[src/rtl/main_fsm_pkg.sv]
// Shared types for the multi-cycle RV32 controller: FSM states, opcodes,
// datapath select encodings and the per-state control decode.
package main_fsm_pkg;

   // Controller states, one per cycle of an instruction
   typedef enum logic [3:0] {
      FETCH,
      DECODE,
      MEMADR,
      MEMREAD,
      MEMWB,
      MEMWRITE,
      EXECUTER,
      EXECUTEI,
      ALUWB,
      BEQ,
      JAL
   } statetype;

   // Opcode field values of the supported instructions
   typedef enum logic [6:0] {
      OP_LW    = 7'b0000011,
      OP_ITYPE = 7'b0010011,
      OP_SW    = 7'b0100011,
      OP_RTYPE = 7'b0110011,
      OP_BEQ   = 7'b1100011,
      OP_JAL   = 7'b1101111
   } opcodetype;

   // ALUOp encodings consumed by the ALU decoder
   localparam logic [1:0] ALUOP_ADD   = 2'b00;
   localparam logic [1:0] ALUOP_SUB   = 2'b01;
   localparam logic [1:0] ALUOP_FUNCT = 2'b10;

   // ResultSrc encodings
   localparam logic [1:0] RES_ALUOUT    = 2'b00;
   localparam logic [1:0] RES_DATA      = 2'b01;
   localparam logic [1:0] RES_ALURESULT = 2'b10;

   // ALUSrcA encodings
   localparam logic [1:0] SRCA_PC    = 2'b00;
   localparam logic [1:0] SRCA_OLDPC = 2'b01;
   localparam logic [1:0] SRCA_RD1   = 2'b10;

   // ALUSrcB encodings
   localparam logic [1:0] SRCB_RD2  = 2'b00;
   localparam logic [1:0] SRCB_IMM  = 2'b01;
   localparam logic [1:0] SRCB_FOUR = 2'b10;

   // Control bundle produced by each state
   typedef struct packed {
      logic       pcupdate;
      logic       branch;
      logic       adrsrc;
      logic       memwrite;
      logic       irwrite;
      logic       regwrite;
      logic [1:0] resultsrc;
      logic [1:0] alusrca;
      logic [1:0] alusrcb;
      logic [1:0] aluop;
   } ctrl_t;

   // States that own the memory port and may have to wait for it
   function automatic logic is_mem_state(statetype s);
      return (s == FETCH) || (s == MEMREAD) || (s == MEMWRITE);
   endfunction

   // Moore decode: control values for a given state; anything not set is 0
   function automatic ctrl_t state_ctrl(statetype s);
      ctrl_t c;
      c = '0;
      case (s)
         FETCH: begin
            c.irwrite   = 1'b1;
            c.pcupdate  = 1'b1;
            c.alusrca   = SRCA_PC;
            c.alusrcb   = SRCB_FOUR;
            c.aluop     = ALUOP_ADD;
            c.resultsrc = RES_ALURESULT;
         end
         DECODE: begin
            // Branch target computed early so BEQ can use it from ALUOut
            c.alusrca = SRCA_OLDPC;
            c.alusrcb = SRCB_IMM;
            c.aluop   = ALUOP_ADD;
         end
         MEMADR: begin
            c.alusrca = SRCA_RD1;
            c.alusrcb = SRCB_IMM;
            c.aluop   = ALUOP_ADD;
         end
         MEMREAD: begin
            c.resultsrc = RES_ALUOUT;
            c.adrsrc    = 1'b1;
         end
         MEMWB: begin
            c.resultsrc = RES_DATA;
            c.regwrite  = 1'b1;
         end
         MEMWRITE: begin
            c.resultsrc = RES_ALUOUT;
            c.adrsrc    = 1'b1;
            c.memwrite  = 1'b1;
         end
         EXECUTER: begin
            c.alusrca = SRCA_RD1;
            c.alusrcb = SRCB_RD2;
            c.aluop   = ALUOP_FUNCT;
         end
         EXECUTEI: begin
            c.alusrca = SRCA_RD1;
            c.alusrcb = SRCB_IMM;
            c.aluop   = ALUOP_FUNCT;
         end
         ALUWB: begin
            c.resultsrc = RES_ALUOUT;
            c.regwrite  = 1'b1;
         end
         BEQ: begin
            c.alusrca   = SRCA_RD1;
            c.alusrcb   = SRCB_RD2;
            c.aluop     = ALUOP_SUB;
            c.resultsrc = RES_ALUOUT;
            c.branch    = 1'b1;
         end
         JAL: begin
            c.alusrca   = SRCA_OLDPC;
            c.alusrcb   = SRCB_FOUR;
            c.aluop     = ALUOP_ADD;
            c.resultsrc = RES_ALUOUT;
            c.pcupdate  = 1'b1;
         end
         default: ;
      endcase
      return c;
   endfunction

endpackage

[src/rtl/main_fsm.sv]
// Moore control FSM for the multi-cycle RV32 core (lw, sw, R-type, I-type,
// beq, jal). Holds the state register, next-state logic, output decode and
// the retired-instruction counter.
// Optional feature: define MAIN_FSM_MEM_WAIT_EN to make FETCH, MEMREAD and
// MEMWRITE wait for mem_ready, with a MEM_TIMEOUT watchdog raising mem_err.
module main_fsm
   import main_fsm_pkg::*;
#(
   parameter int INSTRET_W   = 32,
   parameter int MEM_TIMEOUT = 255
) (
   input  logic                 clk,
   input  logic                 reset,
   input  logic [6:0]           op,
   input  logic                 Zero,
   input  logic                 mem_ready,
   output logic                 PCWrite,
   output logic                 AdrSrc,
   output logic                 MemWrite,
   output logic                 IRWrite,
   output logic                 RegWrite,
   output logic [1:0]           ResultSrc,
   output logic [1:0]           ALUSrcA,
   output logic [1:0]           ALUSrcB,
   output logic [1:0]           ALUOp,
   output logic                 illegal_op,
   output logic                 mem_err,
   output logic [INSTRET_W-1:0] instret
);

   statetype state;
   statetype state_next;
   logic     mem_done;   // memory port finished its access this cycle
   logic     timeout;    // memory watchdog expired this cycle
   logic     illegal;    // DECODE saw an unsupported opcode
   logic     retire;     // an instruction completes on this edge
   ctrl_t    ctrl;

`ifdef MAIN_FSM_MEM_WAIT_EN
   localparam int WAIT_W = (MEM_TIMEOUT > 0) ? $clog2(MEM_TIMEOUT + 1) : 1;
   logic [WAIT_W-1:0] wait_cnt;

   assign mem_done = mem_ready;
   assign timeout  = is_mem_state(state) && !mem_ready &&
                     (wait_cnt == WAIT_W'(MEM_TIMEOUT));
`else
   logic unused_mem;

   assign mem_done   = 1'b1;
   assign timeout    = 1'b0;
   assign unused_mem = mem_ready ^ (MEM_TIMEOUT == 0);
`endif

   // Next-state selection and the illegal-opcode / retire conditions
   always_comb begin
      // NOTE: every signal written here gets a default first so no path leaves it unassigned, which would infer a latch.
      state_next = state;
      illegal    = 1'b0;
      case (state)
         FETCH:    if (mem_done) state_next = DECODE;
         DECODE: begin
            case (op)
               OP_LW, OP_SW: state_next = MEMADR;
               OP_RTYPE:     state_next = EXECUTER;
               OP_ITYPE:     state_next = EXECUTEI;
               OP_BEQ:       state_next = BEQ;
               OP_JAL:       state_next = JAL;
               default: begin
                  state_next = FETCH;
                  illegal    = 1'b1;
               end
            endcase
         end
         MEMADR:   state_next = (op == OP_LW) ? MEMREAD : MEMWRITE;
         MEMREAD:  if (mem_done) state_next = MEMWB;
         MEMWB:    state_next = FETCH;
         MEMWRITE: if (mem_done) state_next = FETCH;
         EXECUTER: state_next = ALUWB;
         EXECUTEI: state_next = ALUWB;
         ALUWB:    state_next = FETCH;
         BEQ:      state_next = FETCH;
         JAL:      state_next = ALUWB;
         default:  state_next = FETCH;
      endcase
      if (timeout) state_next = FETCH;

      retire = (state_next == FETCH) && !timeout &&
               ((state == MEMWB) || (state == MEMWRITE) ||
                (state == ALUWB) || (state == BEQ));
   end

   // Output decode from the state; write enables drop during reset or timeout
   always_comb begin
      ctrl = state_ctrl(state);
`ifdef MAIN_FSM_MEM_WAIT_EN
      if (state == FETCH && !mem_ready) begin
         ctrl.irwrite  = 1'b0;
         ctrl.pcupdate = 1'b0;
      end
      if (timeout) begin
         ctrl.pcupdate = 1'b0;
         ctrl.branch   = 1'b0;
         ctrl.memwrite = 1'b0;
         ctrl.irwrite  = 1'b0;
         ctrl.regwrite = 1'b0;
      end
`endif
      if (reset) ctrl = '0;

      PCWrite    = ctrl.pcupdate | (ctrl.branch & Zero);
      AdrSrc     = ctrl.adrsrc;
      MemWrite   = ctrl.memwrite;
      IRWrite    = ctrl.irwrite;
      RegWrite   = ctrl.regwrite;
      ResultSrc  = ctrl.resultsrc;
      ALUSrcA    = ctrl.alusrca;
      ALUSrcB    = ctrl.alusrcb;
      ALUOp      = ctrl.aluop;
      illegal_op = illegal & ~reset;
      mem_err    = timeout & ~reset;
   end

   // State register, retired-instruction counter and memory wait counter
   always_ff @(posedge clk) begin
      // NOTE: sequential state uses non-blocking assignments so every register samples pre-edge values.
      if (reset) begin
         state   <= FETCH;
         instret <= '0;
`ifdef MAIN_FSM_MEM_WAIT_EN
         wait_cnt <= '0;
`endif
      end else begin
         state <= state_next;
         if (retire) instret <= instret + INSTRET_W'(1);
`ifdef MAIN_FSM_MEM_WAIT_EN
         // Restart the wait count whenever a state is (re)entered
         if (timeout || state_next != state) wait_cnt <= '0;
         else if (is_mem_state(state))       wait_cnt <= wait_cnt + WAIT_W'(1);
`endif
      end
   end

endmodule

[config.mk]
export PLATFORM = sky130hd
export DESIGN_NAME = main_fsm
export DESIGN_NICKNAME = d
export VERILOG_FILES = /design/src/rtl/main_fsm_pkg.sv /design/src/rtl/main_fsm.sv
export SDC_FILE = /design/constraint.sdc
export NUM_CORES = 1
export LEC_CHECK = 0
export BUFFER_PORTS_ARGS = -buffer_cell sky130_fd_sc_hd__buf_4
export CAP_MARGIN = 20
export CORE_ASPECT_RATIO = 0.5
export CORE_MARGIN = 2
export CORE_UTILIZATION = 47
export CTS_CLUSTER_DIAMETER = 200
export DETAILED_ROUTE_END_ITERATION = 7
export PLACE_DENSITY_LB_ADDON = 0.15
export REMOVE_ABC_BUFFERS = 1
export SYNTH_ARGS = -nofsm -noshare
export SYNTH_HDL_FRONTEND = slang
export SYNTH_SLANG_ARGS = --single-unit
[constraint.sdc]
create_clock -name clk -period 2.2 [get_ports clk]
set_clock_uncertainty 0.2 [all_clocks]
set_input_delay 0 -clock clk [delete_from_list [all_inputs] [get_ports clk]]
set_output_delay 0 -clock clk [all_outputs]
set_load 0.02 [all_outputs]
==> impl_results.md, run 1 <==
- Die area: 0.00506 sq mm
- CP required: 2.18 ns
- Met1 WL: 2430 um
- Crit. End Element: flop
- Initial core utilization: 0.483
- R2R depth: 5
- Post-Syn Area: 0.00211 sq mm
- Gate power share: 0.087
- Least-Margin Pin Slew: 0.549 ns
- Worst Path Arrival: 2.15 ns
- Placement Rows: 17
- First-pass GRT wire length: 8600 um
- Buffers added on ports: 55
- Leading cell type in the layout, fill and taps excluded: buf_4
- Status: completed
- WL per Instance: 13.7 um
- CTS tree: done
- Critical path type: input port to flop
- Final period util: 0.990
- Hold WC Path Type: input port to flop
- Router iterations before antenna repair: 4
- Reg clk slew, reported paths: 0.08 ns
- GP Congestion: 0.767
- Max Freq: 459 MHz
- Clk_lat worst skew: 0.29 ns
- Avg Cell Area, Syn: 8.10 sq um
- Startpoint types: input port
- H-Tree Depth: 2
- Reg2reg end: instret[10]
- Slowest CP cell: dlygate4sd3_1
- Final slew viol count: 0
- Slowest stage delay, CP: 0.56 ns
- Max_cap viols: 0
- DP Wirelength: 3540 um
- Overall Global Routing Usage: 0.209
- Worst vdd ir: 0.000253 V
- WHS Path Cells: 4
- Hold Path Sink: state[1]
- Max-slew headroom: 0.634
- CTS Sinks: 36
- Number of global-route vias before repair: 1,978
- Power per cell area: 464 mW/mm^2
- Met3 Wirelength: 183 um
- Clk buf depth: 2
- P&R area growth vs syn: 38.9%
- Die W: 98.7 um
- Yosys warns: 0
- Post-synth EDFFs: 0
- Share of total power in the clock network: 0.431
- Leakage: 1.19 nW
- Synth Flop Type: dfxtp_1
- Flops & latches, synth: 36
- Hold Vio Cnt, Final: 0
- Chip height: 51.3 um
- Gr ovfl total: 0
- Period minus WS final: 2.18 ns
- Reg-to-reg startpoint: instret[4]
- Final setup vio count: 0
- Worst-path fanout max: 5
- Synth unique cells: 43
- Sequential area share after synthesis: 0.342
- Setup TNS Final: 0 ns
- Internal: 1.04 mW
- Antenna cells: 0
- Mapped Cells: 260
- Largest net degree at the start of global routing: 55
- Post-Layout Cell Count: 391
- Post-route antenna net violation count: 0
- Detailed-route wire length: 5340 um
- DP Area: 0.00266 sq mm
- Num ports: 58
- WL met2: 2680 um
- Core area: 0.00436 sq mm
- Core Util, Final: 0.671
- Crit-path most repeated cell: dlygate4sd3_1
- Most frequent cells in the layout: buf_4, dfxtp_1, nor2_1
- DRT iter0 DRCs: 51
- Share of layout cells above drive strength 1: 0.344
- Worst R2R Setup Slack: 0.13 ns
- Vias: 2,193
- Reg power frac: 0.482
- Vias/cell: 5.61
- Hold Slack: 0.0462 ns
- Fillers: 370
- Asr flop ratio synth: 0
- Switching power: 0.318 mW
- Dpl cells: 372
- Drt drc: 0
- Post-CTS setup buffers: 0
- Hold Path Origin: op[3]
- Design area: 0.00293 sq mm
- Initial antenna violation count: 0
- Root Driver: clkbuf_8
- Fraction of power spent switching nets: 0.234
- CTS Buf Count: 5
- Top layer in use: met4
- CP cell instances: dlygate4sd3_1 -> buf_4 -> nand4bb_4 -> or4_4 -> a21oi_2 -> nor3_1 -> dlygate4sd3_1
- Layout net count: 345
==> final cells by class <==
cell class | count | area, sq um | share of cell area
inverters | 4 | 15.0 | 0.00513
clock buffers | 5 | 68.8 | 0.0235
clock inverters | 3 | 42.5 | 0.0145
well taps | 57 | 71.3 | 0.0244
multi-input cells | 200 | 1320 | 0.450
repair buffers | 86 | 686 | 0.234
flip-flops and latches | 36 | 726 | 0.248
==> per-stage QoR <==
stage / total power [mW] / setup slack (ns)
2_1_floorplan: 0.715 / -0.428
3_3_place_gp: 0.765 / 0.120
3_5_place_dp: 0.768 / 0.0458
4_1_cts: 1.36 / 0.0299
5_1_grt: 1.40 / -0.0197
6_report: 1.36 / 0.0217
==> what timing repair did <==
| action | in CTS | in global routing |
|---|---|---|
| gates resized for setup | 0 | 10 |
| hold buffers | 11 | 0 |
| hold endpoints to repair | 13 | 0 |
| setup endpoints to repair | 0 | 6 |
==> worst max-delay path by stage <==
stage / startpoint / endpoint / slack [ns] / cells after the start
2_1_floorplan: instret[2] / instret[10] / -0.43 / 4
3_3_place_gp: instret[16] / instret[31] / 0.12 / 4
3_5_place_dp: instret[13] / instret[31] / 0.05 / 4
4_1_cts: op[2] / state[2] / 0.03 / 7
5_1_grt: op[2] / state[2] / -0.02 / 7
6_report: op[2] / state[2] / 0.02 / 7
==> synth_stat cells, drive strengths merged, types with 4 or more instances <==
| cell | instances | area share |
|---|---|---|
| dfxtp | 36 | 0.34 |
| nor2 | 30 | 0.053 |
| a21oi | 20 | 0.048 |
| nor4 | 17 | 0.051 |
| nor2b | 16 | 0.048 |
| clkbuf | 14 | 0.025 |
| mux2 | 14 | 0.075 |
| nand2 | 14 | 0.025 |
| nand3 | 11 | 0.026 |
| or4 | 11 | 0.042 |
| o31ai | 9 | 0.032 |
| nand4 | 8 | 0.027 |
| nor3 | 7 | 0.017 |
| xor2 | 7 | 0.033 |
| buf | 6 | 0.018 |
| xnor2 | 6 | 0.025 |
| and4 | 5 | 0.021 |
| inv | 4 | 0.0071 |
| o21ai | 4 | 0.0095 |
==> critical path: cells and delay by family <==
kind | cells | cell delay [ns]
AOI/OAI and AO/OA | 1 | 0.17
and+or+nand+nor | 3 | 0.73
buffers and inverters | 3 | 1.26
==> sequential cells by signal (all words and copies together) (netlist names) <==
signal,cells
instret,32
state,4
==> kinds of logic after synthesis <==
logic type	Yosys count	share of synthesized area
other cells	1	0.00178
compound gates	36	0.0998
mux	14	0.0749
xor+xnor	13	0.0576
flops	36	0.342
simple gates	135	0.367
buf+inv	24	0.0505
fa+ha+maj	1	0.00594
==> power by group through the flow <==
stage	clock [mW]	sequential [mW]	combinational (mW)
floorplan	0	0.673	0.0418
global route	0.623	0.654	0.127
finish	0.586	0.654	0.118
global placement	0	0.669	0.0959
CTS	0.599	0.654	0.112
detailed placement	0	0.669	0.0990
==> layer usage <==
layer | global-route usage | up-vias
met2 | 0.391 | 40
met5 | 0 | -
met3 | 0.0492 | 6
met1 | 0.241 | 1054
li1 | - | 1093
met4 | 0.0662 | 0
Note: power is estimated with default switching activity, not from simulation.
==> run 2, diff against run 1 <==
--- a/config.mk
+++ b/config.mk
@@ -12,7 +12,7 @@
 export CORE_UTILIZATION = 47
 export CTS_CLUSTER_DIAMETER = 200
 export DETAILED_ROUTE_END_ITERATION = 7
-export PLACE_DENSITY_LB_ADDON = 0.15
+export PLACE_DENSITY = 0.73
 export REMOVE_ABC_BUFFERS = 1
 export SYNTH_ARGS = -nofsm -noshare
 export SYNTH_HDL_FRONTEND = slang
==> run 2 against run 1 <==
Effect of this change: routed wire length down 2.4%; cell area down 1.0%; largest power group unchanged; power down 6.3%; clock power down 14%; highest routed layer unchanged; sequential power about the same; combinational power about the same.
==> impl_results.md, run 2 (same netlist as run 1, synthesis figures left out) <==
- Core area: 0.00436 sq mm
- CP required: 2.17 ns
- Pre-CTS setup slack: 0.0645 ns
- Chip height: 51.3 um
- Initial antenna violation count: 0
- Worst-path fanout max: 5
- Startpoint types: input port
- Crit. End Element: flop
- Design area: 0.00290 sq mm
- Detailed-route wire length: 5210 um
- Overall Global Routing Usage: 0.195
- CP cell instances: dlygate4sd3_1 -> buf_4 -> nand4bb_4 -> or4_4 -> a21oi_2 -> nor3_1 -> dlygate4sd3_1
- GP Congestion: 0.773
- Core Util, Final: 0.664
- H-Tree Depth: 2
- Vias/cell: 5.54
- Hold WC Path Type: input port to flop
- Max-slew headroom: 0.637
- Post-route antenna net violation count: 0
- Share of layout cells above drive strength 1: 0.339
- Period minus WS final: 2.15 ns
- Critical path type: input port to flop
- Slowest CP cell: dlygate4sd3_1
- First-pass GRT wire length: 8050 um
- Die area: 0.00506 sq mm
- Final slew viol count: 0
- Largest net degree at the start of global routing: 55
- Area occupied by multi-input gates: 0.00134 sq mm
- Crit-path most repeated cell: dlygate4sd3_1
- Antenna cells: 0
- Gr ovfl total: 0
- Status: completed
- Register area: 721 sq um
- Router iterations before antenna repair: 4
- Met3 Wirelength: 164 um
- DP Area: 0.00263 sq mm
- Number of global-route vias before repair: 1,951
- Vias: 2,145
- Top flop regs: instret: 32 flops, state: 4 flops
- DRT iter0 DRCs: 55
- P&R area growth vs syn: 37.5%
- Drt drc: 0
- Worst vdd ir: 0.000246 V
- Fillers: 368
- Most flop-heavy register: instret
- CTS Sinks: 36
- Root Driver: clkbuf_8
- Leakage: 1.16 nW
- Die W: 98.7 um
- Final period util: 0.976
- Slowest stage delay, CP: 0.56 ns
- Power per cell area: 439 mW/mm^2
- Max Freq: 466 MHz
- Placement Rows: 17
- Clk buf depth: 2
- Worst Path Arrival: 2.12 ns
- Layout net count: 342
- Initial core utilization: 0.483
- Reg clk slew, reported paths: 0.07 ns
- Num ports: 58
- Top layer in use: met4
- WL per Instance: 13.5 um
- Met1 WL: 2390 um
- Min setup slack post-route: 0.0526 ns
- Final setup vio count: 0
- Least-Margin Pin Slew: 0.544 ns
- Post-CTS setup buffers: 0
- WL met2: 2610 um
- DP Wirelength: 3310 um
- Buffers added on ports: 55
- Most frequent cells in the layout: buf_4, dfxtp_1, nor2_1
- CTS Buf Count: 5
- Max_cap viols: 0
- Clk_lat worst skew: 0.28 ns
- Setup TNS Final: 0 ns
- CTS tree: done
- Max reg flops: 32
- Hold Vio Cnt, Final: 0
- Leading cell type in the layout, fill and taps excluded: buf_4
-- run 2: cell types whose count changed in the layout (fill, tap and decap cells not counted), sizes merged --
cell         previous run  this run
dlygate4sd3            11        10
clkbuf                  5         7
bufinv                  1         0
clkinv                  1         0
buf                    75        73
clkinvlp                1         0
-- run 2: worst max-delay path, delay by kind of cell --
kind	cells	cell delay, ns
buffers and inverters	3	1.26
AND/OR/NAND/NOR	3	0.72
AO/OA/AOI/OAI	1	0.14
-- run 2: per-stage QoR --
| step | hold WS (ns) | cells | power [mW] |
|---|---|---|---|
| floorplan | -0.131 | 240 | 0.715 |
| global placement | 0.0956 | 370 | 0.764 |
| detailed placement | 0.103 | 370 | 0.767 |
| CTS | 0.0182 | 388 | 1.28 |
| global route | 0.0954 | 387 | 1.32 |
| finish | 0.0849 | 387 | 1.27 |
-- run 2: final timing paths --
check	end	from	cells after the start	slack (ns)
max	state[2]	op[2]	7	0.05
min	state[1]	op[1]	5	0.08
max reg2reg	instret[10]	instret[3]	5	0.10
min reg2reg	instret[8]	instret[8]	2	0.31
-- run 2: metal layers --
metal  up-vias  track usage
met5         -            0
met4         0       0.0685
met3         7       0.0369
met2        39        0.383
met1      1020        0.215
li1       1079            -
-- run 2: final cells by class --
cell class | count | share of cell area
Clock buffer | 7 | 0.0333
Inverter | 4 | 0.00519
Multi-Input combinational cell | 200 | 0.464
Sequential cell | 36 | 0.249
Tap cell | 57 | 0.0246
Timing Repair Buffer | 83 | 0.224
-- run 2: where the power goes --
group,switching [mW],internal (mW),total (mW)
clock network,0.223,0.279,0.502
logic,0.0665,0.0494,0.116
registers,0.00109,0.653,0.654
-- run 2: repair_timing --
action,in CTS,in global routing
hold buffers,11,0
gates resized for setup,0,11
setup endpoints to repair,0,10
endpoints found under the hold margin,10,0
==> run 3, diff against run 2 <==
--- a/config.mk
+++ b/config.mk
@@ -7,7 +7,6 @@
 export LEC_CHECK = 0
 export BUFFER_PORTS_ARGS = -buffer_cell sky130_fd_sc_hd__buf_4
 export CAP_MARGIN = 20
-export CORE_ASPECT_RATIO = 0.5
 export CORE_MARGIN = 2
 export CORE_UTILIZATION = 47
 export CTS_CLUSTER_DIAMETER = 200
==> run 3 against run 2 <==
Effect of this change: the flow now finishes with violations (hold timing); routed wire length shrank 3.0%; combinational power about the same; via count increased by 1.5%; power fell by 0.83%; critical endpoint unchanged; largest cell class unchanged.
==> impl_results.md, run 3 (same netlist as run 1, synthesis figures left out) <==
- Status: finished with violations
- Failing checks: hold timing
- Detailed-route wire length: 5060 um
- Vias/cell: 5.65
- Crit. End Element: flop
- Power per cell area: 438 mW/mm^2
- WL per Instance: 13.1 um
- CP cell instances: dlygate4sd3_1 -> buf_4 -> nand4bb_4 -> or4_1 -> a21oi_1 -> dlygate4sd3_1 -> nor3_1
- Startpoint types: input port
- First-pass GRT wire length: 8560 um
- Max reg flops: 32
- Drt drc: 0
- Max_cap viols: 0
- Worst-path fanout max: 5
- P&R area growth vs syn: 36.7%
- Critical path type: input port to flop
- Leakage: 1.18 nW
- Num ports: 58
- Fillers: 392
- Die area: 0.00503 sq mm
- DRT iter0 DRCs: 106
- Reg clk slew, reported paths: 0.07 ns
- GP Congestion: 0.797
- Clk_lat worst skew: 0.29 ns
- Largest net degree at the start of global routing: 33
- Period minus WS final: 2.12 ns
- Worst vdd ir: 0.000224 V
- Chip height: 70.9 um
- Most flop-heavy register: instret
- CTS Buf Count: 5
- Hold WC Path Type: input port to flop
- Initial antenna violation count: 0
- Top flop regs: instret: 32 flops, state: 4 flops
- Leading cell type in the layout, fill and taps excluded: buf_4
- Die W: 70.9 um
- Layout net count: 344
- Placement Rows: 24
- Most frequent cells in the layout: buf_4, dfxtp_1, nor2_1
- Post-route antenna net violation count: 0
- Slowest stage delay, CP: 0.55 ns
- Worst Path Arrival: 2.09 ns
- Antenna cells: 0
- RSZ-0062 raised after global routing: no
- Total power: 1.26 mW
- Buffers added on ports: 55
- Hold Slack: -0.00779 ns
- Final slew viol count: 0
- H-Tree Depth: 2
- Core area: 0.00432 sq mm
- CTS tree: done
- Dpl cells: 366
- Overall Global Routing Usage: 0.206
- CTS Sinks: 36
- Crit-path most repeated cell: dlygate4sd3_1
- Clk buf depth: 2
- Share of layout cells above drive strength 1: 0.324
- CP required: 2.18 ns
- DP Wirelength: 3390 um
- Root Driver: clkbuf_8
- Initial core utilization: 0.487
- Number of global-route vias before repair: 1,929
- Final setup vio count: 0
- Post-Layout Cell Count: 385
- Max Freq: 472 MHz
- Gr ovfl total: 0
- Router iterations before antenna repair: 4
- Slowest CP cell: dlygate4sd3_1
- Vias: 2,177
- Final period util: 0.963
- Hold Vio Cnt, Final: 1
==> run 3: cell types whose count changed in the layout (fill, tap and decap cells not counted), moves of 2 or more <==
cell	before	now
nor4_1	11	15
nor4_2	6	1
clkbuf_1	0	2
dfxtp_1	36	34
dfxtp_2	0	2
==> run 3: per-layer routing <==
layer	global-route usage	share of wire	up-vias
met2	0.357	0.48	57
met1	0.254	0.46	1032
met5	0	0	-
met4	0.0566	0.0016	0
met3	0.0513	0.057	2
li1	-	-	1086
==> run 3: final cells by class <==
type | count | area [sq um] | share of cell area
flip-flops and latches | 36 | 723 | 0.251
inverters | 4 | 15.0 | 0.00522
clock buffers | 8 | 90.1 | 0.0313
repair buffers | 85 | 666 | 0.231
well taps | 52 | 65.1 | 0.0226
multi-input cells | 200 | 1320 | 0.458
==> run 3: power breakdown <==
part / leakage (nW) / total (mW) / internal, mW / switching [mW]
combinational: 0.844 / 0.119 / 0.0535 / 0.0652
clock: 0.0455 / 0.489 / 0.256 / 0.233
sequential: 0.291 / 0.654 / 0.653 / 0.00107
==> run 3: path summary, 6_finish.rpt <==
kind / end / depth (start not counted) / slack (ns) / start
hold / removal: state[2] / 5 / -0.008 / op[1]
setup / recovery: state[2] / 7 / 0.08 / op[2]
setup reg to reg: instret[29] / 4 / 0.11 / instret[19]
hold reg to reg: instret[13] / 2 / 0.30 / instret[13]
==> run 3: timing repair <==
item	4_1_cts	5_1_grt
endpoints found under the hold margin	16	0
resized for setup	0	7
setup endpoints to repair	0	9
setup buffers	0	0
hold buffers	11	0
==> run 3: worst max-delay path: cells and delay by family <==
kind | cells | cell delay (ns)
AOI/OAI and AO/OA | 1 | 0.15
and+or+nand+nor | 3 | 0.69
buffers and inverters | 3 | 1.25
==> run 3: stage by stage <==
step	util	cell area [sq um]	setup TNS [ns]	worst slack [ns]	hold slack (ns)
finish	0.666	2880	0	0.0823	-0.00779
global route	0.666	2880	0	0.000591	0.0240
CTS	0.656	2840	0	0.0703	0.0168
detailed placement	0.609	2640	0	0.0603	0.0962
global placement	0.609	2640	0	0.128	0.0926
floorplan	-	2010	-7.21	-0.428	-0.131
